`src/rtl/fifo_rd_stream_pkg.sv`:
```
// Shared occupancy encodings and counter width for the FIFO read-side word-to-beat streamer.
// Purely declarative: no latency and no backpressure behaviour of its own.
package fifo_rd_stream_pkg;

  typedef enum logic [1:0] {
    OCC_EMPTY = 2'd0,
    OCC_ONE   = 2'd1,
    OCC_TWO   = 2'd2
  } occ_t;

  localparam int BEAT_CNT_W = 32;

endpackage

```
`src/rtl/stream_unpack.sv`:
```
// Splits the head word into DWO-bit beats, most significant slice first, and flags the final slice.
// Zero latency (combinational from head word and index); the index holds while m_ready is low.
module stream_unpack #(
  parameter int DWF = 16,
  parameter int DWO = 8
) (
  input  logic           clk,
  input  logic           rst,
  input  logic [DWF-1:0] word,
  input  logic           valid,
  input  logic           ready,
  output logic [DWO-1:0] data,
  output logic           last,
  output logic           word_pop
);

  localparam int N  = DWF / DWO;
  localparam int IW = (N > 1) ? $clog2(N) : 1;
  localparam logic [IW-1:0] LAST_IDX = IW'(N - 1);

  logic [IW-1:0]  idx;
  logic           at_last;
  logic [DWO-1:0] slices [N];

  for (genvar k = 0; k < N; k++) begin : g_slice
    assign slices[k] = word[DWF-1-k*DWO -: DWO];
  end

  if (N == 1) begin : g_one
    assign data = slices[0];
  end else begin : g_many
    assign data = slices[idx];
  end

  // With N=1 the index is pinned at zero, so every beat is the last one.
  assign at_last  = (idx == LAST_IDX);
  assign last     = valid && at_last;
  assign word_pop = valid && ready && at_last;

  always_ff @(posedge clk or posedge rst) begin
    if (rst) begin
      idx <= '0;
    end else if (valid && ready) begin
      idx <= at_last ? '0 : idx + 1'b1;
    end
  end

endmodule

```
`src/rtl/fifo_rd_stream.sv`:
```
// Pops FIFO words into a 2-entry buffer and streams them as DWO-bit beats; first beat 2 clk after the pop.
// Pops stop once buffered plus in-flight words reach 2; FIFO_RD_STREAM_CNT_EN adds the beat_cnt output.
module fifo_rd_stream
  import fifo_rd_stream_pkg::*;
#(
  parameter int DWF = 16,
  parameter int DWO = 8
) (
  input  logic           clk,
  input  logic           rst,
  input  logic           fifo_empty,
  output logic           fifo_rd_en,
  input  logic [DWF-1:0] fifo_rd_data,
  output logic           m_valid,
  input  logic           m_ready,
  output logic [DWO-1:0] m_data,
  output logic           m_last
`ifdef FIFO_RD_STREAM_CNT_EN
  ,
  output logic [BEAT_CNT_W-1:0] beat_cnt
`endif
);

  occ_t           occ;
  logic           inflight;
  logic           armed;
  logic [DWF-1:0] buf0;
  logic [DWF-1:0] buf1;
  logic           word_pop;
  logic [1:0]     occ_base;
  logic [1:0]     occ_next;

  // occ_base: entries left after this cycle's pop, i.e. the slot an arriving word lands in.
  assign occ_base   = occ - {1'b0, word_pop};
  assign occ_next   = occ_base + {1'b0, inflight};
  assign fifo_rd_en = armed && !fifo_empty && (occ_next < 2'd2);
  assign m_valid    = (occ != OCC_EMPTY);

  // armed stays low through the release cycle so no pop can race the reset edge.
  always_ff @(posedge clk or posedge rst) begin
    if (rst) begin
      occ      <= OCC_EMPTY;
      inflight <= 1'b0;
      armed    <= 1'b0;
      buf0     <= '0;
      buf1     <= '0;
    end else begin
      armed    <= 1'b1;
      inflight <= fifo_rd_en;
      occ      <= occ_t'(occ_next);
      if (word_pop) begin
        buf0 <= buf1;
      end
      if (inflight) begin
        if (occ_base == 2'd0) begin
          buf0 <= fifo_rd_data;
        end else begin
          buf1 <= fifo_rd_data;
        end
      end
    end
  end

  stream_unpack #(
    .DWF(DWF),
    .DWO(DWO)
  ) u_unpack (
    .clk     (clk),
    .rst     (rst),
    .word    (buf0),
    .valid   (m_valid),
    .ready   (m_ready),
    .data    (m_data),
    .last    (m_last),
    .word_pop(word_pop)
  );

`ifdef FIFO_RD_STREAM_CNT_EN
  always_ff @(posedge clk or posedge rst) begin
    if (rst) begin
      beat_cnt <= '0;
    end else if (m_valid && m_ready) begin
      beat_cnt <= beat_cnt + 1'b1;
    end
  end
`endif

endmodule

```
`config.mk`:
```
export PLATFORM = sky130hd
export DESIGN_NAME = fifo_rd_stream
export DESIGN_NICKNAME = d
export VERILOG_FILES = /design/src/rtl/fifo_rd_stream_pkg.sv /design/src/rtl/stream_unpack.sv /design/src/rtl/fifo_rd_stream.sv
export SDC_FILE = /design/constraint.sdc
export NUM_CORES = 1
export LEC_CHECK = 0
export CAP_MARGIN = 20
export CELL_PAD_IN_SITES_DETAIL_PLACEMENT = 2
export CELL_PAD_IN_SITES_GLOBAL_PLACEMENT = 2
export CORE_AREA = 2 2 71 73
export DETAILED_ROUTE_END_ITERATION = 16
export DIE_AREA = 0 0 73 75
export PLACE_DENSITY_LB_ADDON = 0.1
export SLEW_MARGIN = 20
export SYNTH_ARGS = -nofsm -noshare
export SYNTH_HDL_FRONTEND = slang
export SYNTH_SLANG_ARGS = --single-unit
```
`constraint.sdc`:
```
create_clock -name clk -period 3.35 [get_ports clk]
set_input_delay 0.335 -clock clk [delete_from_list [all_inputs] [get_ports clk]]
set_output_delay 0.335 -clock clk [all_outputs]
set_load 0.03 [all_outputs]
```
==> metrics.md, run 1 <==
| Metric | Value |
|---|---|
| Worst vdd ir | 0.000380 V |
| RePlAce Congestion | 0.678 |
| Leading area contributor after synthesis | dfrtp_1 |
| Post-synth ARST share | 100% |
| Max cap viols | 0 |
| Synth top cells by count | 37 x dfrtp_1, 24 x mux2_2, 16 x a21oi_1, 16 x mux2i_1, 16 x nor2_1 |
| Grt peak-use layer | met2 |
| CTS tree | yes |
| Max-slew violation count | 0 |
| Status | completed |
| Fillcell total | 477 |
| Core area | 4660 µm² |
| Drt pass-1 iters | 3 |
| Hold Path Class | flip-flop to flip-flop |
| Hold slack | 0.504 ns |
| Final setup viols | 0 |
| FP Rows | 25 |
| Die width | 73 µm |
| Crit path max fanout | 5 |
| Post-synth EDFFs | 0 |
| Worst Setup Start Kind | flip-flop |
| CTS clk-pin slew, worst paths | 0.07 ns |
| HPWL after DPL | 2.73 mm |
| Slew headroom | 45.7% |
| Final Routed Wirelength | 3.84 mm |
| Routing usage on met2 | 27.5% |
| Post-Syn Instances | 133 |
| Critical path arrival | 2.36 ns |
| Setup tns final | 0 ns |
| Worst slack at placement | 0.689 ns |
| First-pass GRT wire length | 6.56 mm |
| Total track usage | 16.3% |
| Die ar. | 5480 µm² |
| Starting DRC count in detailed routing | 54 |
| RSZ-0062 raised after global routing | false |
| Clock skew | 0.00777 ns |
| FF-to-FF setup slack | 1.13 ns |
| I/O Buffers | 30 |
| Top_reg_cell synth | dfrtp_1 |
| Critical Path RT | 3.01 ns |
| Area contributors post-synth | dfrtp_1 55%, mux2_2 16%, mux2i_1 9.5% |
| Most frequent cell after synthesis | dfrtp_1 |
| Crit end category | primary output |
| Largest net degree at the start of global routing | 33 |
| Post-route setup slack | 0.657 ns |
| Starting Density | 36.1% |
| Share of cells above drive strength 1 | 23.2% |
| #FFs+latches synth | 37 |
| Min Tclk post-route | 2.69 ns |
| H-Tree Depth | 2 |
| GRT met1 Usage | 20.9% |
| Mapped Area | 1680 µm² |
| # clock sinks | 37 |
| Total setup buffers inserted after CTS | 0 |
| I/O pin count | 31 |
| Worst setup path start | occ[1]$_DFF_PP0_ |
| Register area share after synthesis | 55.1% |
| Via count | 1123 |
| Antenna Nets Post-Route | 0 |
| Vias per inst | 5.06 |
| Yosys warnings | 0 |
| Total grt overflow | 0 |
| Initial antenna violation count | 0 |
| Avg WL per Cell | 17.3 µm |
| Antenna Cells | 0 |
| Cell area after layout | 2110 µm² |
| P&R area growth vs syn | 25.5% |
| Vias in the first global route | 1283 |
| Area of the multi-input gates | 678 µm² |
| Fin. Hold Viols | 0 |
| M3 GR Usage | 3.35% |
| Leak | 0.992 nW |
| Max Freq | 0.371 GHz |
| RR Endpoint | buf1[9]$_DFFE_PP0P_ |
| Avg Inst Size Synth | 12.6 µm² |
| Post-CTS Hold Buffers | 0 |
| Sequential Area | 926 µm² |
| Clock Path Buffers | 2 |
| Worst reg2reg startpoint | occ[1]$_DFF_PP0_ |
| Share of Yosys cell area claimed by the top area cell type | 55.1% |
| Area after DPL | 2020 µm² |
| End of the critical path | fifo_rd_en |
| Syn Nets | 155 |
| Distinct cell type count after synthesis | 20 |
| Final nets | 190 |
| R2r worst-path depth | 7 |
| Final period util | 80.4% |
| Die height | 75 µm |
| Clk_lat worst skew | 0.29 ns |
| Worst slew pin tran | 0.814 ns |
| Power Density | 1030 nW/µm² |
| DRC violations left | 0 |
| Clock Tree Root | clkbuf_8 |
| Post-CTS Resized | 0 |
| Num CTS Buffers | 5 |
| Crit Path Class | flip-flop to primary output |
## report_power, final
| group | internal [W] | total (W) | switching, W | leakage [nW] |
|---|---|---|---|---|
| logic | 0.000529 | 0.00105 | 0.000523 | 0.509 |
| registers | 0.000676 | 0.000799 | 0.000123 | 0.438 |
| clock network | 0.000163 | 0.000315 | 0.000152 | 0.0443 |
## layer usage
metal | vias to the layer above | part of all wire, %
li1 | 524 | -
met3 | 5 | 2.5
met2 | 19 | 51
met1 | 575 | 45
met4 | 0 | 1.4
met5 | - | 0
## logic make-up (layout without fill, tap and decap cells)
family | after synthesis | in the layout | share of synthesized area [%]
compound gates | 18 | 18 | 6.03
buf+inv | 11 | 46 | 4.54
xor+xnor | 3 | 3 | 1.56
flops | 37 | 37 | 55.1
simple gates | 21 | 21 | 5.44
mux | 40 | 40 | 25.6
fa+ha+maj | 2 | 2 | 1.49
other cells | 1 | 1 | 0.223
## worst max-delay path, stage by stage, from the launching register on
cell      delay, ns
dfrtp_1        0.45
o211ai_2       0.21
inv_1          0.06
ha_1           0.29
inv_1          0.07
ha_1           0.19
xnor2_1        0.18
xnor2_1        0.11
nor3b_1        0.29
buf_4          0.22
## per-stage QoR
step                util, %  instances  power, W
floorplan                 -        133   0.00154
global placement       43.4        215   0.00182
detailed placement     43.4        215   0.00188
CTS                    45.2        222   0.00221
global route           45.2        222   0.00233
finish                 45.2        222   0.00217
## registers in the layout, indices dropped and copies added (netlist names)
signal and cells:
armed 1, occ 2, inflight 1, buf0 16, u_unpack.at_last 1, buf1 16
## worst min-delay path by stage
stage                              from             endpoint  slack [ns]  depth (start not counted)
floorplan           buf1[0]$_DFFE_PP0P_  buf1[0]$_DFFE_PP0P_        0.48                          1
global route        buf1[1]$_DFFE_PP0P_  buf1[1]$_DFFE_PP0P_        0.53                          1
CTS                 buf1[7]$_DFFE_PP0P_  buf1[7]$_DFFE_PP0P_        0.51                          1
global placement    buf1[5]$_DFFE_PP0P_  buf1[5]$_DFFE_PP0P_        0.49                          1
detailed placement  buf1[7]$_DFFE_PP0P_  buf1[7]$_DFFE_PP0P_        0.49                          1
finish              buf1[7]$_DFFE_PP0P_  buf1[7]$_DFFE_PP0P_        0.50                          1
## area by class of cell
type	instances	share of cell area (%)
Sequential cell	37	43.9
Clock buffer	7	4.09
Inverter	4	0.712
Timing Repair Buffer	35	15.9
Tap cell	54	3.20
Multi-Input combinational cell	85	32.2
## layout by cell type (no fill, tap or decap)
master | netlist | routed
clkbuf_1 | 1 | 1
dfrtp_1 | 37 | 37
o21ai_2 | 1 | 1
conb_1 | 1 | 1
ha_1 | 2 | 2
mux2_2 | 24 | 24
mux2i_1 | 16 | 16
nand2_1 | 1 | 1
a21oi_1 | 16 | 16
inv_1 | 4 | 4
nor3b_1 | 1 | 1
and2_1 | 1 | 1
clkdlybuf4s50_1 | 0 | 29
clkbuf_8 | 0 | 6
or2_2 | 1 | 1
o211ai_2 | 1 | 1
buf_4 | 0 | 6
nand3b_1 | 1 | 1
xnor2_1 | 3 | 3
nor2_1 | 16 | 16
Note: power is estimated with default switching activity, not from simulation.
==> inputs of run 2 (changes only) <==
--- a/config.mk
+++ b/config.mk
@@ -8,9 +8,9 @@
 export CAP_MARGIN = 20
 export CELL_PAD_IN_SITES_DETAIL_PLACEMENT = 2
 export CELL_PAD_IN_SITES_GLOBAL_PLACEMENT = 2
-export CORE_AREA = 2 2 71 73
+export CORE_AREA = 2 2 74 76
 export DETAILED_ROUTE_END_ITERATION = 16
-export DIE_AREA = 0 0 73 75
+export DIE_AREA = 0 0 76 78
 export PLACE_DENSITY_LB_ADDON = 0.1
 export SLEW_MARGIN = 20
 export SYNTH_ARGS = -nofsm -noshare
==> constraint.sdc (replaced) <==
create_clock -name clk -period 2.76 [get_ports clk]
set_input_delay 0.276 -clock clk [delete_from_list [all_inputs] [get_ports clk]]
set_output_delay 0.276 -clock clk [all_outputs]
set_load 0.03 [all_outputs]
==> run 2 against run 1 <==
First-iteration DRC count decreased by 57%. Design area increased by 1.4%. Worst hold slack got worse by 0.11 ns. Count of clock-buffer cells in the layout decreased by 1. Sequential share of layout area decreased by 0.59 points. Power increased by 21%. Die area increased by 8.3%. Worst setup slack got worse by 0.40 ns. Largest cell class unchanged.
==> metrics.md, run 2 (synthesis gave the netlist of run 1 again) <==
| Metric | Value |
|---|---|
| Status | completed |
| Initial antenna violation count | 0 (unchanged) |
| Post-CTS Resized | 0 (unchanged) |
| Clock Path Buffers | 2 (unchanged) |
| FF-to-FF setup slack | 0.85 ns (-0.28 ns) |
| Most common cell after layout, fill and taps aside | dfrtp_1 |
| Worst Setup Start Kind | flip-flop |
| Vias in the first global route | 1260 (-1.8%) |
| Critical Path RT | 2.48 ns (-0.53 ns) |
| RR Endpoint | buf1[10]$_DFFE_PP0P_ |
| Power Density | 1220 nW/µm² (+19%) |
| Most frequent cells in the layout | 37 x dfrtp_1, 29 x clkdlybuf4s50_1, 24 x mux2_2 |
| CP delay by family, top | adder cells |
| Final nets | 191 (+0.53%) |
| Sequential Area | 926 µm² (unchanged) |
| Min Tclk post-route | 2.50 ns |
| I/O pin count | 31 (unchanged) |
| Final setup viols | 0 (unchanged) |
| CTS clk-pin slew, worst paths | 0.07 ns (about the same) |
| Max-slew violation count | 0 (unchanged) |
| Clk_lat worst skew | 0.29 ns (about the same) |
| Starting Density | 33.3% (-2.7 points) |
| Fillcell total | 534 (+12%) |
| Via count | 1113 (-0.89%) |
| Vias per inst | 4.64 (-8.3%) |
| Total grt overflow | 0 (unchanged) |
| Crit Path Class | flip-flop to primary output |
| Post-CTS Hold Buffers | 0 (unchanged) |
| Num CTS Buffers | 5 (unchanged) |
| Final Routed Wirelength | 3.64 mm (-5.2%) |
| P&R area growth vs syn | 27.2% |
| R2r worst-path depth | 7 (unchanged) |
| Die ar. | 5930 µm² (+8.3%) |
| Hold slack | 0.394 ns (-0.110 ns) |
| Antenna Cells | 0 (unchanged) |
| Die height | 78 µm (+4.0%) |
| HPWL after DPL | 2.52 mm (-7.8%) |
| Regs by FF count | buf0: 16 flops, buf1: 16 flops, occ: 2 flops |
| Crit path max fanout | 5 (unchanged) |
| # clock sinks | 37 (unchanged) |
| RePlAce Congestion | 0.720 (+6.2%) |
| RSZ-0062 raised after global routing | false |
| Max Freq | 0.399 GHz |
| Drt pass-1 iters | 3 (unchanged) |
| Die width | 76 µm (+4.1%) |
| Crit end category | primary output |
| Setup tns final | 0 ns (unchanged) |
| Leak | 0.999 nW (+0.68%) |
| CP max stage cell | dfrtp_1 |
| Core area | 5040 µm² (+8.2%) |
| Antenna Nets Post-Route | 0 (unchanged) |
| Total track usage | 13.5% (-2.8 points) |
| Final period util | 90.7% |
| DRC violations left | 0 (unchanged) |
| FP Rows | 26 (+4.0%) |
| I/O Buffers | 30 (unchanged) |
| Worst reg2reg startpoint | occ[1]$_DFF_PP0_ |
| Share of cells above drive strength 1 | 24.7% (+1.5 points) |
| Area of the multi-input gates | 683 µm² (+0.74%) |
| H-Tree Depth | 2 (unchanged) |
| Max cap viols | 0 (unchanged) |
| Starting DRC count in detailed routing | 23 (-57%) |
| Hold Path Class | input pin to asynchronous set/reset pin |
| CTS tree | yes |
| Crit path cell chain | o211ai_2, inv_1, ha_1, inv_1, ha_1, xnor2_1, xnor2_1, nor3b_2, buf_4 |
| Largest stage delay on the critical path | 0.44 ns (about the same) |
| Pwr Total | 0.00261 W (+21%) |
| Clock Tree Root | clkbuf_8 |
| Fin. Hold Viols | 0 (unchanged) |
| Clock skew | 0.00389 ns (-0.00388 ns) |
| Worst vdd ir | 0.000556 V (+46%) |
| Critical path arrival | 2.23 ns (-0.13 ns) |
| Total setup buffers inserted after CTS | 0 (unchanged) |
| Worst path bufs/invs | 3 (unchanged) |
| First-pass GRT wire length | 6.20 mm (-5.5%) |
| Avg WL per Cell | 15.2 µm (-12%) |
| Largest net degree at the start of global routing | 38 (+15%) |
==> run 2: changes by cell type in the layout (fill, tap and decap cells not counted) <==
cell | before | now
nor3b_2 | 0 | 1
clkinv_2 | 0 | 2
buf_4 | 6 | 7
nor3b_1 | 1 | 0
clkbuf_8 | 6 | 5
==> run 2: worst max path at each step <==
stage | startpoint | end | cells past startpoint
floorplan | occ[1]$_DFF_PP0_ | fifo_rd_en | 10
global placement | m_ready | fifo_rd_en | 10
detailed placement | m_ready | fifo_rd_en | 10
CTS | occ[1]$_DFF_PP0_ | fifo_rd_en | 9
global route | occ[1]$_DFF_PP0_ | fifo_rd_en | 9
finish | occ[1]$_DFF_PP0_ | fifo_rd_en | 9
==> run 2: worst register-to-register path, stage by stage, from the launching register on <==
cell and delay, ns:
dfrtp_1 0.44, o211ai_2 0.20, inv_1 0.07, ha_1 0.29, inv_1 0.07, o21ai_2 0.16
buf_4 0.23, mux2_2 0.35
==> run 2: layer usage <==
layer | up-vias | part of all wire, % | routed length [µm] | global-route usage [%]
met5 | - | 0 | 0 | 0
met4 | 0 | 1.6 | 58 | 5.45
met3 | 7 | 2.7 | 98 | 2.91
met2 | 21 | 53 | 1930 | 24.6
met1 | 558 | 43 | 1560 | 15.5
li1 | 527 | - | - | -
==> run 2: power breakdown <==
part           leakage [nW]  internal [W]  switching (W)  total [W]
Combinational         0.515      0.000649       0.000630    0.00128
Clock                0.0450      0.000175       0.000189   0.000364
Sequential            0.438      0.000820       0.000148   0.000968
==> run 2: cell type report <==
cell class                      instances  share of cell area (%)
Timing Repair Buffer                   36                    16.0
Tap cell                               70                    4.10
Clock buffer                            6                    3.40
Clock inverter                          2                   0.468
Inverter                                4                   0.703
Multi-Input combinational cell         85                    32.0
Sequential cell                        37                    43.3
==> run 2: through the flow <==
stage               instance area, µm²  setup WS [ns]  instances  utilization (%)
CTS                               2130          0.136        240             42.3
global placement                  2050          0.402        232             40.6
detailed placement                2050          0.293        232             40.6
floorplan                         1680       0.000514        133                -
global route                      2140         0.0911        240             42.4
finish                            2140          0.256        240             42.4
==> inputs of run 3 (changes only) <==
--- a/config.mk
+++ b/config.mk
@@ -12,6 +12,7 @@
 export DETAILED_ROUTE_END_ITERATION = 16
 export DIE_AREA = 0 0 76 78
 export PLACE_DENSITY_LB_ADDON = 0.1
+export SETUP_SLACK_MARGIN = 0.1
 export SLEW_MARGIN = 20
 export SYNTH_ARGS = -nofsm -noshare
 export SYNTH_HDL_FRONTEND = slang
==> run 3 against run 2 <==
Cell count rose by 1.3%. Worst hold slack improved by 0.010 ns. Clock power barely moved. Register-to-register slack lost 0.06 ns. Wire length up 8.2%. Design area rose by 1.6%. Maximum frequency shrank 1.2%. Power up 2.6%. Critical path type unchanged. Critical endpoint unchanged. Largest power group unchanged.
==> metrics.md, run 3 (synthesis gave the netlist of run 1 again) <==
| Metric | Value |
|---|---|
| CTS clk-pin slew, worst paths | 0.07 ns (about the same) |
| Sw Share | 37.3% (+0.30 points) |
| Clock network fraction of design power | 13.5% (-0.4 points) |
| Clock Path Buffers | 2 (unchanged) |
| Final setup viols | 0 (unchanged) |
| Fillcell total | 518 (-3.0%) |
| Area of the multi-input gates | 693 µm² (+1.5%) |
| Critical Path RT | 2.48 ns (about the same) |
| Starting DRC count in detailed routing | 21 (-8.7%) |
| Pwr Total | 0.00268 W (+2.6%) |
| Setup tns final | 0 ns (unchanged) |
| Antenna Nets Post-Route | 0 (unchanged) |
| Die ar. | 5930 µm² (unchanged) |
| Final period util | 91.8% (+1.1 points) |
| Via count | 1120 (+0.63%) |
| I/O Buffers | 30 (unchanged) |
| Max-slew violation count | 0 (unchanged) |
| Total track usage | 14.4% (+0.89 points) |
| Status | completed |
| # clock sinks | 37 (unchanged) |
| Crit path cell chain | o211ai_2, inv_1, ha_1, inv_1, ha_2, xnor2_2, xnor2_1, nor3b_2, buf_4 |
| CP max stage cell | dfrtp_2 |
| Leak | 1.01 nW (+1.4%) |
| Vias in the first global route | 1258 (-0.16%) |
| Regs by FF count | buf0: 16 flops, buf1: 16 flops, occ: 2 flops |
| Critical path arrival | 2.26 ns (+0.03 ns) |
| Worst vdd ir | 0.000450 V (-19%) |
| Vias per inst | 4.61 (-0.61%) |
| Starting Density | 33.3% (unchanged) |
| Clk_lat worst skew | 0.29 ns (about the same) |
| Fin. Hold Viols | 0 (unchanged) |
| Initial antenna violation count | 0 (unchanged) |
| Sequential Area | 927 µm² (+0.14%) |
| Drt pass-1 iters | 2 (-1) |
| Crit Path Class | flip-flop to primary output |
| Largest stage delay on the critical path | 0.42 ns (-0.02 ns) |
| Hold Path Class | input pin to asynchronous set/reset pin |
| Die height | 78 µm (unchanged) |
| Worst Setup Start Kind | flip-flop |
| Crit end category | primary output |
| Min Tclk post-route | 2.53 ns (+0.0303 ns) |
| Seq pwr share | 36.3% (-0.8 points) |
| Max cap viols | 0 (unchanged) |
| Largest net degree at the start of global routing | 38 (unchanged) |
| Most frequent cells in the layout | 36 x dfrtp_1, 29 x clkdlybuf4s50_1, 24 x mux2_2 |
| Final Routed Wirelength | 3.94 mm (+8.2%) |
| Clock Tree Root | clkbuf_8 |
| DRC violations left | 0 (unchanged) |
| Comb power frac | 50.3% (+1.3 points) |
| H-Tree Depth | 2 (unchanged) |
| Switching pwr | 0.00100 W (+3.5%) |
| Die width | 76 µm (unchanged) |
| First-pass GRT wire length | 6.45 mm (+4.1%) |
| RePlAce Congestion | 0.641 (-11%) |
| Share of cells above drive strength 1 | 27.7% (+3.0 points) |
| P&R area growth vs syn | 29.2% |
| Core area | 5040 µm² (unchanged) |
| FP Rows | 26 (unchanged) |
| I/O pin count | 31 (unchanged) |
| Max Freq | 0.395 GHz (-1.2%) |
| RSZ-0062 raised after global routing | false |
| CTS tree | yes |
| Total grt overflow | 0 (unchanged) |
| Antenna Cells | 0 (unchanged) |
| Power Density | 1230 nW/µm² (+1.0%) |
| Num CTS Buffers | 5 (unchanged) |
| HPWL after DPL | 2.75 mm (+9.2%) |
| Clock skew | 0.00997 ns (+0.00608 ns) |
| Final nets | 194 (+1.6%) |
| Most common cell after layout, fill and taps aside | dfrtp_1 |
| Avg WL per Cell | 16.2 µm (+6.8%) |
| Int Power | 0.00168 W (+2.1%) |
| Crit path max fanout | 3 (-2) |
| Crit path top cell by count | inv_1 |
run 3: changes by cell type in the layout (fill, tap and decap cells not counted), sizes merged:
cell / delta
buf: +3
run 3: final timing paths:
kind / startpoint / end / slack [ns] / cells past startpoint
min in group clk: buf1[11]$_DFFE_PP0P_ / buf1[11]$_DFFE_PP0P_ / 0.51 / 1
worst min register to register: buf1[11]$_DFFE_PP0P_ / buf1[11]$_DFFE_PP0P_ / 0.51 / 1
worst min-delay path: rst / buf1[1]$_DFFE_PP0P_ / 0.40 / 3
worst max-delay path: occ[1]$_DFF_PP0_ / fifo_rd_en / 0.23 / 9
worst max register to register: occ[1]$_DFF_PP0_ / inflight$_DFF_PP0_ / 0.79 / 9
max in group asynchronous: rst / buf1[4]$_DFFE_PP0P_ / 2.00 / 3
run 3: routing by layer:
metal,GRT usage (%),part of all wire [%],up-vias
li1,-,-,531
met1,16.0,41,565
met2,26.2,55,20
met3,4.53,3.1,4
met4,4.91,0.94,0
met5,0,0,-
run 3: worst max-delay path, delay by kind of cell (launching register included):
family	cells	cell delay (ns)
adders and majority gates	2	0.49
and+or+nand+nor	1	0.23
xor gates and xnor gates	2	0.30
buffers and inverters	3	0.34
AOI/OAI and AO/OA	1	0.20
DFF	1	0.42
run 3: power by group through the flow:
stage / Combinational (W) / Clock [W] / Sequential [W]
3_3_place_gp: 0.00126 / 0 / 0.000963
4_1_cts: 0.00134 / 0.000382 / 0.000982
3_5_place_dp: 0.00133 / 0 / 0.000993
5_1_grt: 0.00146 / 0.000407 / 0.00101
2_1_floorplan: 0.000946 / 0 / 0.000930
6_report: 0.00135 / 0.000361 / 0.000972
run 3: area by class of cell:
type	count	area share [%]
clock buffer	6	3.34
timing repair buffer	39	16.8
tap	70	4.03
multi-input combinational	85	31.9
inverter	4	0.692
sequential	37	42.7
clock inverter	2	0.461
run 3: stage by stage:
step,worst slack [ns],util [%],instance area [µm²],instances,hold slack [ns]
floorplan,0.303,-,1690,133,0.421
global placement,0.454,40.7,2050,232,0.486
detailed placement,0.300,40.7,2050,232,0.497
CTS,0.140,42.4,2140,240,0.427
global route,0.0736,43.1,2170,243,0.448
finish,0.226,43.1,2170,243,0.404
run 3: timing repair:
action / 4_1_cts / 5_1_grt
hold buffers: 0 / 0
gates resized for setup: 0 / 3
buffers inserted: 0 / 3
setup endpoints to repair: 0 / 1
